==> src/rtl/brs_cond_xor_decoder.sv <==
// Receive-side decoder for the BRS conditional XOR/AND combiner: recovers B from key A and coded C.
// Latency 1 cycle from the sampling edge; no backpressure, one byte accepted per in_valid cycle.
module brs_cond_xor_decoder #(
    parameter bit STREAM_EN = 1'b1
) (
    input  logic       clk,
    input  logic       rst_n,
    input  logic       ena,
    input  logic [7:0] ui_in,
    input  logic [7:0] uio_in,
    output logic [7:0] uo_out,
    output logic [7:0] uio_out,
    output logic [7:0] uio_oe
);

    typedef enum logic {IDLE = 1'b0, KEY = 1'b1} state_t;

    state_t     state;
    logic [7:0] key;
    logic [7:0] plain;
    logic       out_valid;
    logic       ambig;
    logic       proto_err;

    logic in_valid;
    logic sel;
    logic key_hold;

    assign in_valid = uio_in[0];
    assign sel      = uio_in[1];
    assign key_hold = uio_in[2];

    wire unused_ok = &{1'b0, ena, uio_in[7:3]};

    always_ff @(posedge clk) begin
        if (!rst_n) begin
            state     <= IDLE;
            key       <= 8'h00;
            plain     <= 8'h00;
            out_valid <= 1'b0;
            ambig     <= 1'b0;
            proto_err <= 1'b0;
        end else begin
            out_valid <= 1'b0;
            if (in_valid) begin
                if (!sel) begin
                    key       <= ui_in;
                    state     <= KEY;
                    proto_err <= 1'b0;
                end else if (state == IDLE) begin
                    proto_err <= 1'b1;
                end else begin
                    // AND mode loses every bit where the key is 0; those are reported as 0 and flagged
                    plain     <= key[7] ? (key & ui_in) : (key ^ ui_in);
                    ambig     <= key[7] && (key != 8'hFF);
                    out_valid <= 1'b1;
                    state     <= (STREAM_EN && key_hold) ? KEY : IDLE;
                end
            end
        end
    end

    assign uo_out  = plain;
    assign uio_out = {out_valid, ambig, proto_err, (state == KEY), 4'b0000};
    assign uio_oe  = 8'hF0;

endmodule

==> config.mk <==
export PLATFORM = sky130hd
export DESIGN_NAME = brs_cond_xor_decoder
export DESIGN_NICKNAME = d
export VERILOG_FILES = /design/src/rtl/brs_cond_xor_decoder.sv
export SDC_FILE = /design/constraint.sdc
export NUM_CORES = 1
export LEC_CHECK = 0
export ABC_AREA = 1
export CAP_MARGIN = 5
export CORE_MARGIN = 2
export CORE_UTILIZATION = 45
export CTS_CLUSTER_SIZE = 12
export DETAILED_ROUTE_END_ITERATION = 16
export PLACE_DENSITY_LB_ADDON = 0.2
export SYNTH_ARGS = -nofsm -noshare
export SYNTH_HDL_FRONTEND = slang
export SYNTH_SLANG_ARGS = --single-unit
==> constraint.sdc <==
create_clock -name clk -period 2.2 [get_ports clk]
set_input_delay 0.55 -clock clk [delete_from_list [all_inputs] [get_ports clk]]
set_output_delay 0.55 -clock clk [all_outputs]
set_load 0.005 [all_outputs]
# Word-level counts from Yosys, hierarchy flattened
# Cells that the tools add are included.
[classes]
eq_ne = 2
bitwise = 3
n_mux = 7
n_reduce_logical = 5
[ops]
columns = ["operator", "count"]
rows = [
  ["$and A8 B8 Y8", 1],
  ["$mux W8", 1],
  ["$ne A8 B8 Y1 const B", 1],
  ["$xor A8 B8 Y8", 1],
  ["$mux W1", 6],
  ["$reduce_and A3 Y1", 2],
  ["$reduce_and A2 Y1", 2],
  ["$ne A2 B2 Y1 const B", 1],
  ["$logic_and A1 B1 Y1", 1],
  ["$not A1 Y1", 1],
]
[totals]
output_inout_bits = 24
elab_cells = 23
regBits = 20

# Depth between registers and ports, before layout
# Gate-level depths: netlist of the first run.
[depth]
depth_word = 3
depth_mapped = 5

# Worst setup path after synthesis of the first run
# Ideal clock, no wire load.
[synth_path]
path_type = "input -> register"
from = "in ui_in[0]"
to = "reg plain[0] (netlist: uo_out[0])"
t_required_ns = 2.084
slack_ns = 1.050
arrival_ns = 1.035
path_buffers = 0
stages = 5
path_cell_list = "ha_1 > inv_1 > o21ai_0 > nor2_1 > nor2_1"
[synth_via]
elab_chain_cells = 2
[synth_lines]
columns = ["element", "line", "rtl"]
rows = [
  ["start: declaration", "9", "input logic [7:0] ui_in,"],
  ["$xor A8 B8 Y8 or $and A8 B8 Y8 (tied branches)", "54", "plain <= key[7] ? (key & ui_in) : (key ^ ui_in);"],
  ["$mux W8 (*)", "54", ""],
  ["end signal: assignment", "54", ""],
  ["end: declaration", "20", "logic [7:0] plain;"],
]
# Every way passes the cells marked *; elsewhere a longest branch is shown, timed or not.
# A chain may end at the register's enable or synchronous reset.

# Final worst setup path of the first run
[layout_path]
from = "reg state"
to = "out uio_out[4]"
[layout_rtl]
columns = ["element", "line", "rtl"]
rows = [
  ["start: declaration", "18", "state_t state;"],
  ["start signal: assignment", "57", "state <= (STREAM_EN && key_hold) ? KEY : IDLE;"],
  ["end: declaration", "12", "output logic [7:0] uio_out,"],
]
# No word-level cell between the ends.

==> run_results.csv, run 1 <==
group,metric,value,unit
cts,post-cts-setup-buffer-count,0,
min_path,worstHoldPathType,"reg2reg",
timing,timing.final.crit_share,79.50,%
run_status,status,"finished clean",
worst_setup_path,launch_point_of_the_worst_reg_to_reg_path,"key[7]",
finish,sequential_cell_area,400.4,um2
synth,synth.ff_latch_count,20,
timing,finalWorstSetupSlack,451.0,ps
floorplan,std_cell_rows,17,
cts,clkTransAtPathRegs,100,ps
finish,fin_area,0.001252,mm2
worst_setup_path,cp_num_buf_inv,1,
worst_setup_path,endpoint,"uio_out[4]",
timing,worst_pin_slew,581.5,ps
floorplan,die_area,0.002759,mm2
global_routing,antenna_violations_before_repair,0,
cts,cts_root_buf,"clkbuf_4",
finish,area_of_the_multi_input_gates,498.0,um2
timing,finalHoldViolCount,0,
worst_setup_path,max_stage_delay_cell_worst_path,"clkdlybuf4s50_1",
finish,layout-drive-gt1-share,8.176,%
timing,timing_max_transition_violations_final,0,
cts,cts_inserted_buffers,3,
finish,final_cell_mix,"nor2_1, clkdlybuf4s50_1, o21ai_0, dfxtp_1, nand2_1",
cts,clk-insertion-delay-late,290,ps
route,avgViaCountPerCell,4.545,
floorplan,core_area,0.002212,mm2
cts,tritoncts,"done",
route,vias_after_detailed_routing,850,
floorplan,die_w,52.53,um
cts,cts_sink_cnt,20,
timing,finalClockSkew,7.062,ps
floorplan,floorplan.initialDensity,47.91,%
global_routing,overflow,0,
synth,synth_cell_type_count,18,
placed_design,pre_cts_slack,372.0,ps
cts,clockBufferDepth,2,
worst_setup_path,critical_path.startpoint_type,"register",
finish,layout.filler_cells,223,
synth,synthesis.instances,140,
finish,syn2layout_area_growth,18.18,%
synth,syn-cell-area,0.001060,mm2
synth,postSynthAreaPerCell,7.570,um2
global_routing,grt_max_degree,19,
min_path,hold_path.startpoint,"uo_out[7]",
route,drtAntennaViolNets,0,
finish,post_layout_nets,187,
synth,seq_total_area_yosys,37.78,%
worst_setup_path,r2r_setup_slack,1070,ps
timing,setup_viol,0,
worst_setup_path,largest_fanout_on_the_critical_path,4,
worst_setup_path,worst-setup-path-type,"reg2out",
worst_setup_path,critPathRequiredTime,1650,ps
worst_setup_path,timing.critical_path.cells,"clkdlybuf4s50_1",
global_routing,first_pass_grt_wire_length,3153,um
timing,slew_headroom,61.11,%
global_routing,grt_use_total,15.39,%
route,drc,0,
cts,cts.repair.resized,0,
worst_setup_path,critPathArrivalTime,1200,ps
global_routing,vias_in_the_first_global_route,735,
placed_design,detailed_place.area,0.001230,mm2
worst_setup_path,cp.depth,1,
worst_setup_path,cells_on_worst_reg2reg_path,3,
route,drt-wirelength-per-cell,10.12,um
route,drtIter0Drc,9,
finish,n_antenna_cell,0,
synth,yosys_warnings,0,
pwr,power.density,538.0,mW/mm2
timing,timing.fmax,571.7,MHz
job,maxCapViolCount,0,
floorplan,dieHeight,52.53,um
worst_setup_path,startpoint,"state",
pwr,total_leakage_power,0.5751,nW
worst_setup_path,r2r_end,"uo_out[0]",
route,wl,1892,um
pwr,worst_voltage_drop_across_the_vdd_grid,0.0003191,V
finish,layout.cells.most_common,"nor2_1",
cts,holdBufCountCts,0,
placed_design,place.gp.congestion,0.7611,
route,drt_pass1_iterations,4,
floorplan,ioPinCount,43,
worst_setup_path,critical-path-max-stage-delay,520,ps
timing,hold-worst-slack,480.1,ps
timing,timing.final.crit_period,1749,ps
placed_design,io_buffers,24,
timing,rsz0062_at_grt,"no",
worst_setup_path,critPathTopFamily,"buffers and inverters",
worst_setup_path,critPathCaptureType,"output port",
placed_design,post-dp-hpwl,1431,um
cts,h-tree-depth,1,
timing,fin_setup_tns,0,ps
## routing by layer
metal	track usage [%]	up-vias	part of all wire (%)
li1	-	452	-
met1	18.62	377	47
met2	26.04	19	48
met3	3.429	2	4.0
met4	6.410	0	0.90
met5	0	-	0
## power breakdown
group	internal [W]	switching (W)
Sequential	0.000379	0.0000150
Clock	0.0000636	0.000107
Combinational	0.0000555	0.0000535
Total	0.000498	0.000175
## cells by family (layout without fill, tap and decap cells)
family / after synthesis / count (layout) / share of synthesized area, %
other: 2 / 12 / 0.7086
AOI/OAI and AO/OA: 28 / 28 / 13.93
adders and majority gates: 7 / 7 / 8.264
DFF: 20 / 20 / 37.78
and+or+nand+nor: 51 / 51 / 20.54
buffers and inverters: 32 / 41 / 18.77
## synthesized netlist by cell type (all sizes together)
cell type	number	share of area (%)
o21ai	24	12
nor2	34	13
a21oi	4	2.2
dfxtp	20	38
inv	13	4.6
nand3	1	0.94
conb	2	0.71
nand2	16	6.8
buf	19	14
ha	7	8.3
## worst min-delay path by stage
| stage | endpoint | slack (ps) | cells past startpoint |
|---|---|---|---|
| finish | uo_out[7] | 480 | 2 |
| global route | uo_out[7] | 530 | 2 |
| CTS | key[3] | 490 | 2 |
| detailed placement | key[3] | 470 | 2 |
| global placement | uo_out[7] | 450 | 2 |
| floorplan | key[3] | 450 | 2 |
## metrics by stage
stage                     utilization (%)  std cells  power (W)
after floorplan                         -        150  0.0004800
after global placement              55.60        184  0.0005082
after detailed placement            55.60        184  0.0005129
after CTS                           56.62        187  0.0006813
after global routing                56.62        187  0.0007171
final                               56.62        187  0.0006738
## final cells by class
type / count / area share (%)
Clock buffer: 3 / 1.798
Inverter: 13 / 3.896
Multi-Input combinational cell: 98 / 39.76
Sequential cell: 20 / 31.97
Tap cell: 28 / 2.797
Timing Repair Buffer: 25 / 19.78
## registers in the layout (all words and copies together) (netlist names)
register / cells
key: 8
ambig: 1
out_valid: 1
proto_err: 1
state: 1
uo_out: 8
(Power assumes the default switching activity.)
==> run 2: changes to the inputs <==
--- a/config.mk
+++ b/config.mk
@@ -8,7 +8,7 @@
 export ABC_AREA = 1
 export CAP_MARGIN = 5
 export CORE_MARGIN = 2
-export CORE_UTILIZATION = 45
+export CORE_UTILIZATION = 38
 export CTS_CLUSTER_SIZE = 12
 export DETAILED_ROUTE_END_ITERATION = 16
 export PLACE_DENSITY_LB_ADDON = 0.2
==> constraint.sdc (replaced) <==
create_clock -name clk -period 1.5 [get_ports clk]
set_input_delay 0.375 -clock clk [delete_from_list [all_inputs] [get_ports clk]]
set_output_delay 0.375 -clock clk [all_outputs]
set_load 0.005 [all_outputs]
==> run_results.csv, run 2 (synthesis gave the netlist of run 1 again) <==
group,metric,value,unit
worst_setup_path,timing.critical_path.cells,"dlygate4sd2_1",
floorplan,std_cell_rows,19,
cts,clk-insertion-delay-late,300,ps
floorplan,core_area,0.002710,mm2
job,maxCapViolCount,0,
finish,post_layout_nets,194,
placed_design,io_buffers,24,
worst_setup_path,cp_num_buf_inv,1,
timing,finalClockSkew,3.190,ps
route,vias_after_detailed_routing,896,
finish,final_design_utilization,48.25,%
worst_setup_path,critPathArrivalTime,880,ps
timing,timing.final.crit_period,1254,ps
global_routing,antenna_violations_before_repair,0,
timing,timing.final.crit_share,83.60,%
placed_design,place.gp.congestion,0.7113,
worst_setup_path,critical_path.startpoint_type,"register",
cts,tritoncts,"done",
cts,clockBufferDepth,2,
floorplan,dieHeight,56.81,um
global_routing,vias_in_the_first_global_route,805,
pwr,power.density,761.6,mW/mm2
finish,syn2layout_area_growth,23.38,%
route,drc,0,
cts,holdBufCountCts,0,
cts,cts_root_buf,"clkbuf_4",
route,avgViaCountPerCell,4.548,
route,drt_pass1_iterations,4,
placed_design,pre_cts_slack,-29.98,ps
route,drtAntennaViolNets,0,
floorplan,die_w,56.81,um
timing,timing.fmax,797.4,MHz
worst_setup_path,critPathRequiredTime,1120,ps
worst_setup_path,critPathTopFamily,"flip-flops",
run_status,status,"finished clean",
finish,layout.cells.non_filler,197,
pwr,share_clk_of_total_power,25.0,%
worst_setup_path,critical-path-max-stage-delay,330,ps
finish,n_antenna_cell,0,
pwr,sequentialPowerShare,57.4,%
timing,rsz0062_at_grt,"no",
finish,layout.cells.most_common,"nor2_1",
finish,layout-drive-gt1-share,18.67,%
pwr,total_leakage_power,0.6679,nW
placed_design,detailed_place.area,0.001279,mm2
worst_setup_path,max_stage_delay_cell_worst_path,"dfxtp_2",
min_path,worstHoldPathType,"reg2reg",
global_routing,first_pass_grt_wire_length,3401,um
global_routing,overflow,0,
timing,fin_setup_tns,0,ps
finish,fin_area,0.001308,mm2
pwr,net-switching-power,0.0002585,W
cts,cts_sink_cnt,20,
placed_design,post-dp-hpwl,1512,um
global_routing,grt_use_total,13.56,%
floorplan,floorplan.initialDensity,39.10,%
cts,clkTransAtPathRegs,110,ps
floorplan,die_area,0.003227,mm2
timing,setup_viol,0,
pwr,p_comb_share,17.6,%
route,drtIter0Drc,20,
cts,h-tree-depth,1,
cts,cts_inserted_buffers,3,
pwr,p_int,0.0007372,W
finish,final_cell_mix,"nor2_1, o21ai_0, nand2_1",
route,drt-wirelength-per-cell,10.16,um
route,wl,2002,um
placed_design,dp_cells,193,
global_routing,grt_max_degree,19,
timing,finalWorstSetupSlack,245.9,ps
worst_setup_path,worst-setup-path-type,"reg2out",
pwr,worst_voltage_drop_across_the_vdd_grid,0.0007622,V
timing,finalHoldViolCount,0,
worst_setup_path,largest_fanout_on_the_critical_path,2,
timing,timing_max_transition_violations_final,0,
worst_setup_path,critPathCaptureType,"output port",
floorplan,ioPinCount,43,
pwr,p_sw_share,25.96,%
[run 2: cell types whose count changed in the layout (fill, tap and decap cells not counted)]
cell and change:
dfxtp_1 -11, buf_4 +7, dfxtp_2 +11, dlygate4sd2_1 +12, clkdlybuf4s50_1 -12
[run 2: repair_timing]
action	CTS	global route
endpoints found under the setup margin	12	0
gates resized for setup	23	0
buffers inserted	1	0
[run 2: area by class of cell]
cell class / count / area (um2)
clock buffers: 3 / 22.52
fillers: 274 / 1403
inverters: 13 / 48.80
multi-input cells: 98 / 498.0
flip-flops and latches: 20 / 414.1
well taps: 31 / 38.79
repair buffers: 32 / 285.3
[run 2: worst paths after layout]
check | cells after the start | slack [ps] | from | to
min reg2reg | 2 | 470 | uo_out[7] | uo_out[7]
max reg2reg | 5 | 510 | key[0] | uo_out[0]
min | 2 | 470 | uo_out[7] | uo_out[7]
max | 1 | 250 | uo_out[2] | uo_out[2]
[run 2: power by group through the flow]
stage | registers [W] | logic, W | clock network, W
floorplan | 0.000583 | 0.000121 | 0
global placement | 0.000582 | 0.000175 | 0
detailed placement | 0.000583 | 0.000180 | 0
CTS | 0.000572 | 0.000177 | 0.000259
global route | 0.000575 | 0.000203 | 0.000286
finish | 0.000571 | 0.000175 | 0.000249
[run 2: layer usage]
metal  share of wire, %  vias up  routed length, um  global-route usage, %
met3                6.4        2                128                  5.069
met1                 44      398                890                  16.67
met5                  0        -                  0                      0
met2                 49       28                974                  23.09
li1                   -      468                  -                      -
met4               0.45        0                  9                  1.993
[run 2: stage by stage]
step | power, W | hold WS (ps)
after detailed placement | 0.0007636 | 466.9
after global routing | 0.001065 | 506.2
final | 0.0009957 | 471.8
after CTS | 0.001008 | 475.0
after floorplan | 0.0007040 | 448.2
after global placement | 0.0007575 | 452.1
